==> src/rtl/traffic_signal_ctrl_pkg.sv <==
// traffic_pkg: shared types for the intersection controller.
//   light_t : 2-bit lamp code driven to the lamp drivers
//   state_t : controller state, also exported as the 3-bit state_o status code
package traffic_pkg;

  typedef enum logic [1:0] {
    LT_DARK   = 2'b00,
    LT_GREEN  = 2'b01,
    LT_YELLOW = 2'b10,
    LT_RED    = 2'b11
  } light_t;

  localparam int STATE_W = 3;

  // state_o encoding
  typedef enum logic [STATE_W-1:0] {
    MAIN_GREEN  = 3'd0,
    MAIN_YELLOW = 3'd1,
    ALL_RED_A   = 3'd2,
    SIDE_GREEN  = 3'd3,
    SIDE_YELLOW = 3'd4,
    ALL_RED_B   = 3'd5,
    FLASH       = 3'd6
  } state_t;

  function automatic int max_int(int a, int b);
    return (a > b) ? a : b;
  endfunction

endpackage

==> src/rtl/traffic_signal_ctrl_if.sv <==
// Controller <-> environment bundle.
//   sensor, flash_en              : requests into the controller
//   highway_signal, farm_signal   : lamp codes out
//   state_o, side_req_o           : status out
// master = environment side (sensor conditioning / status consumer), slave = controller.
interface traffic_signal_ctrl_if;
  import traffic_pkg::*;

  logic                 sensor;
  logic                 flash_en;
  light_t               highway_signal;
  light_t               farm_signal;
  logic [STATE_W-1:0]   state_o;
  logic                 side_req_o;

  modport master (
    output sensor, flash_en,
    input  highway_signal, farm_signal, state_o, side_req_o
  );

  modport slave (
    input  sensor, flash_en,
    output highway_signal, farm_signal, state_o, side_req_o
  );
endinterface

==> src/rtl/traffic_signal_ctrl_tick_gen.sv <==
// tick_gen: timing-tick prescaler.
//   clk, rst : clock, synchronous active-high reset
//   clr      : restart the tick period (state entry)
//   tick     : one-cycle strobe, first one TICK_DIV cycles after rst/clr
module tick_gen #(
  parameter int TICK_DIV = 4
) (
  input  logic clk,
  input  logic rst,
  input  logic clr,
  output logic tick
);
  localparam int W = (TICK_DIV > 1) ? $clog2(TICK_DIV) : 1;

  logic [W-1:0] cnt;

  // With TICK_DIV=1 cnt is pinned at 0 and tick is permanently high.
  assign tick = (cnt == W'(TICK_DIV - 1));

  always_ff @(posedge clk) begin
    if (rst || clr || tick) cnt <= '0;
    else                    cnt <= cnt + 1'b1;
  end
endmodule

==> src/rtl/traffic_signal_ctrl.sv <==
// traffic_signal_ctrl: highway/farm-road intersection controller.
//   clk, rst : clock, synchronous active-high reset (wins over flash_en)
//   bus      : slave side of traffic_signal_ctrl_if
//              sensor/flash_en in; lamp codes, state_o, side_req_o out.
// All outputs are decoded from registered state, so they change only on clk edges.
module traffic_signal_ctrl
  import traffic_pkg::*;
#(
  parameter int TICK_DIV       = 4,
  parameter int MAIN_GREEN_MIN = 8,
  parameter int YELLOW_T       = 3,
  parameter int ALL_RED_T      = 1,
  parameter int SIDE_GREEN_MIN = 4,
  parameter int SIDE_GREEN_MAX = 10,
  parameter int CNT_W          = 8
) (
  input  logic                  clk,
  input  logic                  rst,
  traffic_signal_ctrl_if.slave  bus
);
  localparam int MAX_DUR = max_int(max_int(MAIN_GREEN_MIN, YELLOW_T),
                                   max_int(ALL_RED_T, max_int(SIDE_GREEN_MIN, SIDE_GREEN_MAX)));

  if (SIDE_GREEN_MIN > SIDE_GREEN_MAX) begin : g_chk_side
    $error("SIDE_GREEN_MIN exceeds SIDE_GREEN_MAX");
  end
  if (TICK_DIV < 1 || MAIN_GREEN_MIN < 1 || YELLOW_T < 1 || ALL_RED_T < 1 ||
      SIDE_GREEN_MIN < 1) begin : g_chk_min
    $error("all durations and TICK_DIV must be at least 1");
  end
  if (CNT_W < 31 && (MAX_DUR - 1) > (2**CNT_W - 1)) begin : g_chk_cnt
    $error("CNT_W too narrow for the longest phase");
  end

  // Terminal timer values (duration - 1)
  localparam logic [CNT_W-1:0] MG_T    = CNT_W'(MAIN_GREEN_MIN - 1);
  localparam logic [CNT_W-1:0] Y_T     = CNT_W'(YELLOW_T - 1);
  localparam logic [CNT_W-1:0] AR_T    = CNT_W'(ALL_RED_T - 1);
  localparam logic [CNT_W-1:0] SGMIN_T = CNT_W'(SIDE_GREEN_MIN - 1);
  localparam logic [CNT_W-1:0] SGMAX_T = CNT_W'(SIDE_GREEN_MAX - 1);

  state_t           state, state_nxt;
  logic             tick, entry, lit, side_req;
  logic [CNT_W-1:0] tmr, tmr_term;
  light_t           hw, fm;

  // Any state change restarts both the prescaler and the phase timer.
  assign entry = (state_nxt != state);

  tick_gen #(.TICK_DIV(TICK_DIV)) u_tick (
    .clk  (clk),
    .rst  (rst),
    .clr  (entry),
    .tick (tick)
  );

  // State register
  always_ff @(posedge clk) begin
    if (rst) state <= MAIN_GREEN;
    else     state <= state_nxt;
  end

  // Next state; flash request overrides every phase exit.
  always_comb begin
    state_nxt = state;
    if (bus.flash_en && state != FLASH) begin
      state_nxt = FLASH;
    end else begin
      case (state)
        MAIN_GREEN:  if (tick && tmr >= MG_T && (side_req || bus.sensor)) state_nxt = MAIN_YELLOW;
        MAIN_YELLOW: if (tick && tmr == Y_T)  state_nxt = ALL_RED_A;
        ALL_RED_A:   if (tick && tmr == AR_T) state_nxt = SIDE_GREEN;
        SIDE_GREEN:  if (tick && (tmr == SGMAX_T || (tmr >= SGMIN_T && !bus.sensor)))
                       state_nxt = SIDE_YELLOW;
        SIDE_YELLOW: if (tick && tmr == Y_T)  state_nxt = ALL_RED_B;
        ALL_RED_B:   if (tick && tmr == AR_T) state_nxt = MAIN_GREEN;
        FLASH:       if (!bus.flash_en)       state_nxt = ALL_RED_B;
        default:     state_nxt = MAIN_GREEN;
      endcase
    end
  end

  // Per-state saturation point of the phase timer
  always_comb begin
    tmr_term = '0;
    case (state)
      MAIN_GREEN:              tmr_term = MG_T;
      MAIN_YELLOW, SIDE_YELLOW: tmr_term = Y_T;
      ALL_RED_A, ALL_RED_B:    tmr_term = AR_T;
      SIDE_GREEN:              tmr_term = SGMAX_T;
      default:                 tmr_term = '0;
    endcase
  end

  always_ff @(posedge clk) begin
    if (rst || entry)                tmr <= '0;
    else if (tick && tmr != tmr_term) tmr <= tmr + 1'b1;
  end

  // Request latch: a one-cycle sensor pulse in MAIN_GREEN is remembered
  // until the side road actually gets its green.
  always_ff @(posedge clk) begin
    if (rst)                                 side_req <= 1'b0;
    else if (entry && state_nxt == SIDE_GREEN) side_req <= 1'b0;
    else if (state == MAIN_GREEN && bus.sensor) side_req <= 1'b1;
  end

  // Flash phase: lit on entry, toggles on each tick while flashing.
  always_ff @(posedge clk) begin
    if (rst)                              lit <= 1'b1;
    else if (entry && state_nxt == FLASH) lit <= 1'b1;
    else if (state == FLASH && tick)      lit <= ~lit;
  end

  // Lamp decode
  always_comb begin
    hw = LT_RED;
    fm = LT_RED;
    case (state)
      MAIN_GREEN:  hw = LT_GREEN;
      MAIN_YELLOW: hw = LT_YELLOW;
      SIDE_GREEN:  fm = LT_GREEN;
      SIDE_YELLOW: fm = LT_YELLOW;
      FLASH: begin
        hw = lit ? LT_YELLOW : LT_DARK;
        fm = lit ? LT_RED    : LT_DARK;
      end
      default: ;
    endcase
  end

  assign bus.highway_signal = hw;
  assign bus.farm_signal    = fm;
  assign bus.state_o        = state;
  assign bus.side_req_o     = side_req;
endmodule
==> src/flat_wrapper.sv <==
// flat-port wrapper written by rule: the top's interface ports become plain ports
module traffic_signal_ctrl_flat import traffic_pkg::*;
#(
  parameter int TICK_DIV       = 4,
  parameter int MAIN_GREEN_MIN = 8,
  parameter int YELLOW_T       = 3,
  parameter int ALL_RED_T      = 1,
  parameter int SIDE_GREEN_MIN = 4,
  parameter int SIDE_GREEN_MAX = 10,
  parameter int CNT_W          = 8
)
  (clk, rst, bus_sensor, bus_flash_en, bus_highway_signal, bus_farm_signal, bus_state_o, bus_side_req_o);
  traffic_signal_ctrl_if bus_i ();
  input  logic clk;
  input  logic rst;
  input wire logic [$bits(bus_i.sensor)-1:0] bus_sensor;
  input wire logic [$bits(bus_i.flash_en)-1:0] bus_flash_en;
  output wire logic [$bits(bus_i.highway_signal)-1:0] bus_highway_signal;
  output wire logic [$bits(bus_i.farm_signal)-1:0] bus_farm_signal;
  output wire logic [$bits(bus_i.state_o)-1:0] bus_state_o;
  output wire logic [$bits(bus_i.side_req_o)-1:0] bus_side_req_o;
  assign bus_i.sensor = bus_sensor;
  assign bus_i.flash_en = bus_flash_en;
  assign bus_highway_signal = bus_i.highway_signal;
  assign bus_farm_signal = bus_i.farm_signal;
  assign bus_state_o = bus_i.state_o;
  assign bus_side_req_o = bus_i.side_req_o;
  traffic_signal_ctrl #(.TICK_DIV(TICK_DIV), .MAIN_GREEN_MIN(MAIN_GREEN_MIN), .YELLOW_T(YELLOW_T), .ALL_RED_T(ALL_RED_T), .SIDE_GREEN_MIN(SIDE_GREEN_MIN), .SIDE_GREEN_MAX(SIDE_GREEN_MAX), .CNT_W(CNT_W)) u_core (.clk(clk), .rst(rst), .bus(bus_i));
endmodule
==> config.mk <==
export PLATFORM = sky130hd
export DESIGN_NAME = traffic_signal_ctrl_flat
export DESIGN_NICKNAME = d
export VERILOG_FILES = /design/src/rtl/traffic_signal_ctrl_pkg.sv /design/src/rtl/traffic_signal_ctrl_if.sv /design/src/rtl/traffic_signal_ctrl_tick_gen.sv /design/src/rtl/traffic_signal_ctrl.sv /design/src/flat_wrapper.sv
export SDC_FILE = /design/constraint.sdc
export NUM_CORES = 1
export LEC_CHECK = 0
export CAP_MARGIN = 20
export CORE_ASPECT_RATIO = 0.7
export CORE_MARGIN = 4
export CORE_UTILIZATION = 60
export CTS_CLUSTER_SIZE = 8
export DETAILED_ROUTE_END_ITERATION = 12
export PLACE_DENSITY_LB_ADDON = 0.1
export SYNTH_ARGS = -nofsm -noshare
export SYNTH_HDL_FRONTEND = slang
export SYNTH_HIERARCHICAL = 1
export SYNTH_SLANG_ARGS = --single-unit
==> constraint.sdc <==
create_clock -name clk -period 4.2 [get_ports clk]
set_input_delay 0.42 -clock clk [delete_from_list [all_inputs] [get_ports clk]]
set_output_delay 0.42 -clock clk [all_outputs]
set_load 0.03 [all_outputs]
==> results.cfg <==
[outcome]
outcome = complete, no violations

[clock_tree]
clk_pin_slew_ns = 0.10
root_buffer = clkbuf_4
cts_resized = 0
cts_buffers = 3
cts_tree = built
post-cts-setup-buffers = 0
postCtsHoldBufs = 0
clk_latency_ns = 0.30
cts_max_level = 1
clockBufferDepth = 2
cts_sinks = 15

[critical_path]
timing.rr.start = u_core/u_tick/cnt[0]
arrival_ns = 2.16
cpMaxStageDelayCell = dfxtp_1
cp.required_ns = 3.78
crit_fanout = 19
rr_worst_depth = 8
critPathCaptureType = output port
crit_chain = nand2_1 > nor2_1 > o21ai_0 > clkdlybuf4s50_1
r2r_end = u_core/u_tick/cnt[0]
rrSetupSlack_ns = 1.64
critical_path.max_stage_delay_ns = 0.76
critPathLaunchType = register
critPathKind = register to output port

[synth]
synthXorXnorAreaFrac_pct = 4.46
yosys.area_share.simple_pct = 27.7
avgSynthCellArea_um2 = 8.36
synth_ff_type = dfxtp_1
synthAdderAreaFrac_pct = 5.31
synth_compound_area_share_pct = 28.1
async_flop_share_pct = 0
ys_seq_area_share_pct = 25.5
synth_top_family_by_area = compound AO/OA/AOI/OAI gates
synth-seq-cells = 15
syn_area_um2 = 1180
yosysUniqueCellTypes = 46
synthCells = 141
syn_nets = 150
synth_edf_count = 0
muxShareOfSynthArea_pct = 0.849
synth_warnings = 6

[grt]
grt_pass1_vias = 951
grt_pass1_wl_mm = 4.62
antenna_found_initial = 0
grt_max_degree = 20
overflow = 0
grtUsageTotal_pct = 23.1

[final_layout]
nets = 159
num_antenna_cells = 0
layout_commonest_cell = dfxtp_1
final_cell_area_um2 = 1270
drive_gt1_share_pct = 12.8
final_cell_mix = dfxtp_1, o21ai_0, nor2_1, nand2_1, clkdlybuf4s50_1
areaGrowthSynthToFinish_pct = 8.17

[route]
drt_wl_total_mm = 2.69
wl_per_cell_um = 15.7
firstDrtPassIters = 5
via_count = 1095
antenna_left = 0
drc_errors = 0
drt_iter0_markers = 72
vias_per_cell = 6.40

[die]
dieArea_um2 = 2750
die_h_um = 45.1
ios = 12
start_util_pct = 63.6
die_x_um = 61.0
rows = 13
core_um2 = 1850

[sta]
hold_viol = 0
finalCriticalPeriod_ns = 2.58
setup_viol = 0
drv_slew = 0
skew_ns = 0.00400
timing.final.ws_setup_ns = 1.62
worstMarginPinSlew_ns = 0.669
rsz0062_at_grt = no
clock.fmax_ghz = 0.387
fin_setup_tns_ns = 0
period_share_pct = 61.5
relSlewSlack_pct = 55.3

[worst_hold_path]
hold_path.class = register to register
hold_depth = 1
whs_endpoint = u_core/u_tick/cnt[0]
hp-start = u_core/u_tick/cnt[0]

[placed_design]
dpl_worst_slack_ns = 1.73
io_buffer_count = 11
gp_routability_congestion = 0.854
dpl_cell_area_um2 = 1250
dp_hpwl_mm = 1.91

[power_and_ir_drop]
p_per_area_nw_per_um2 = 240
worst_ir_drop_vdd_v = 0.000202
p_leak_nw = 0.461
p_seq_share_pct = 50.4
pwr-share-comb_pct = 19.9
switching_power_mw = 0.0979
sw_frac_of_total_pct = 32.0
p_int_mw = 0.208
total_power_mw = 0.306
p_clk_share_pct = 29.7

[run]
timing.max_cap.violations = 0
==> cell usage after synthesis (2+ instances only) <==
master,instances,share of area (%)
a211oi_2,2,2.1
a21o_1,3,1.9
a21oi_1,7,3.0
a311oi_2,2,2.5
a31oi_1,4,2.1
buf_2,2,0.85
clkbuf_8,4,4.7
dfxtp_1,15,25
ha_1,5,5.3
inv_1,7,2.2
nand2_1,12,3.8
nand3_1,3,1.3
nand4_1,5,2.7
nor2_1,12,3.8
nor2b_1,3,1.6
nor3_1,4,1.7
o211ai_1,3,1.9
o21ai_0,14,5.9
or3_1,3,1.6
xnor2_1,3,2.2
xor2_1,3,2.2
==> cells by family (layout without fill, tap and decap cells) <==
kind of cell / Yosys count / count (layout)
simple gates: 55 / 55
compound gates: 45 / 45
flops: 15 / 15
buf+inv: 14 / 22
fa+ha+maj: 5 / 5
mux: 1 / 1
xor+xnor: 6 / 6
==> power by group through the flow <==
stage	sequential, mW	combinational (mW)	clock [mW]
2_1_floorplan	0.156	0.0427	0
3_3_place_gp	0.157	0.0590	0
3_5_place_dp	0.157	0.0600	0
4_1_cts	0.154	0.0604	0.0910
5_1_grt	0.155	0.0668	0.0999
6_report	0.154	0.0608	0.0909
==> stage by stage <==
step / instances / utilization (%) / hold WS [ns]
6_report: 171 / 68.8 / 0.474
4_1_cts: 171 / 68.8 / 0.463
3_5_place_dp: 167 / 67.3 / 0.449
2_1_floorplan: 141 / - / 0.409
5_1_grt: 171 / 68.8 / 0.481
3_3_place_gp: 167 / 67.3 / 0.418
==> critical path: cells and delay by family (launching register included) <==
kind / cells / cell delay [ns]
AND/OR/NAND/NOR: 2 / 0.42
AO/OA/AOI/OAI: 1 / 0.08
buffers and inverters: 1 / 0.60
flip-flops: 1 / 0.76
==> registers in the layout, indices dropped and copies added, names as in the netlist <==
register               count
u_core/lit                 1
u_core/tmr                 8
u_core/bus.side_req_o      1
u_core/bus.state_o         3
u_core/u_tick/cnt          2
==> layer usage <==
layer	routed length [um]	global-route usage [%]	up-vias	part of all wire, %
li1	-	-	533	-
met1	1270	33.9	489	47
met2	1100	31.1	68	41
met3	280	7.71	5	10
met4	29	7.79	0	1.1
met5	0	0	-	0
==> cell type report <==
class | instances | area (um2)
clock buffer | 3 | 22.5
clock inverter | 1 | 5.00
fill | 162 | 579
inverter | 7 | 26.3
multi-input combinational | 112 | 783
sequential | 15 | 300
tap | 22 | 27.5
timing repair buffer | 11 | 110
==> how the worst max path moves through the flow <==
stage                                from                     to  slack [ns]  cells after the start
floorplan           u_core/bus.state_o[1]  bus_highway_signal[1]        2.10                      4
global placement     u_core/u_tick/cnt[0]   u_core/u_tick/cnt[0]        1.85                      8
detailed placement   u_core/u_tick/cnt[0]   u_core/u_tick/cnt[0]        1.73                      8
CTS                 u_core/bus.state_o[1]  bus_highway_signal[1]        1.64                      4
global route         u_core/u_tick/cnt[0]   u_core/u_tick/cnt[0]        1.40                      8
finish              u_core/bus.state_o[1]  bus_highway_signal[1]        1.62                      4
(Power assumes the default switching activity.)
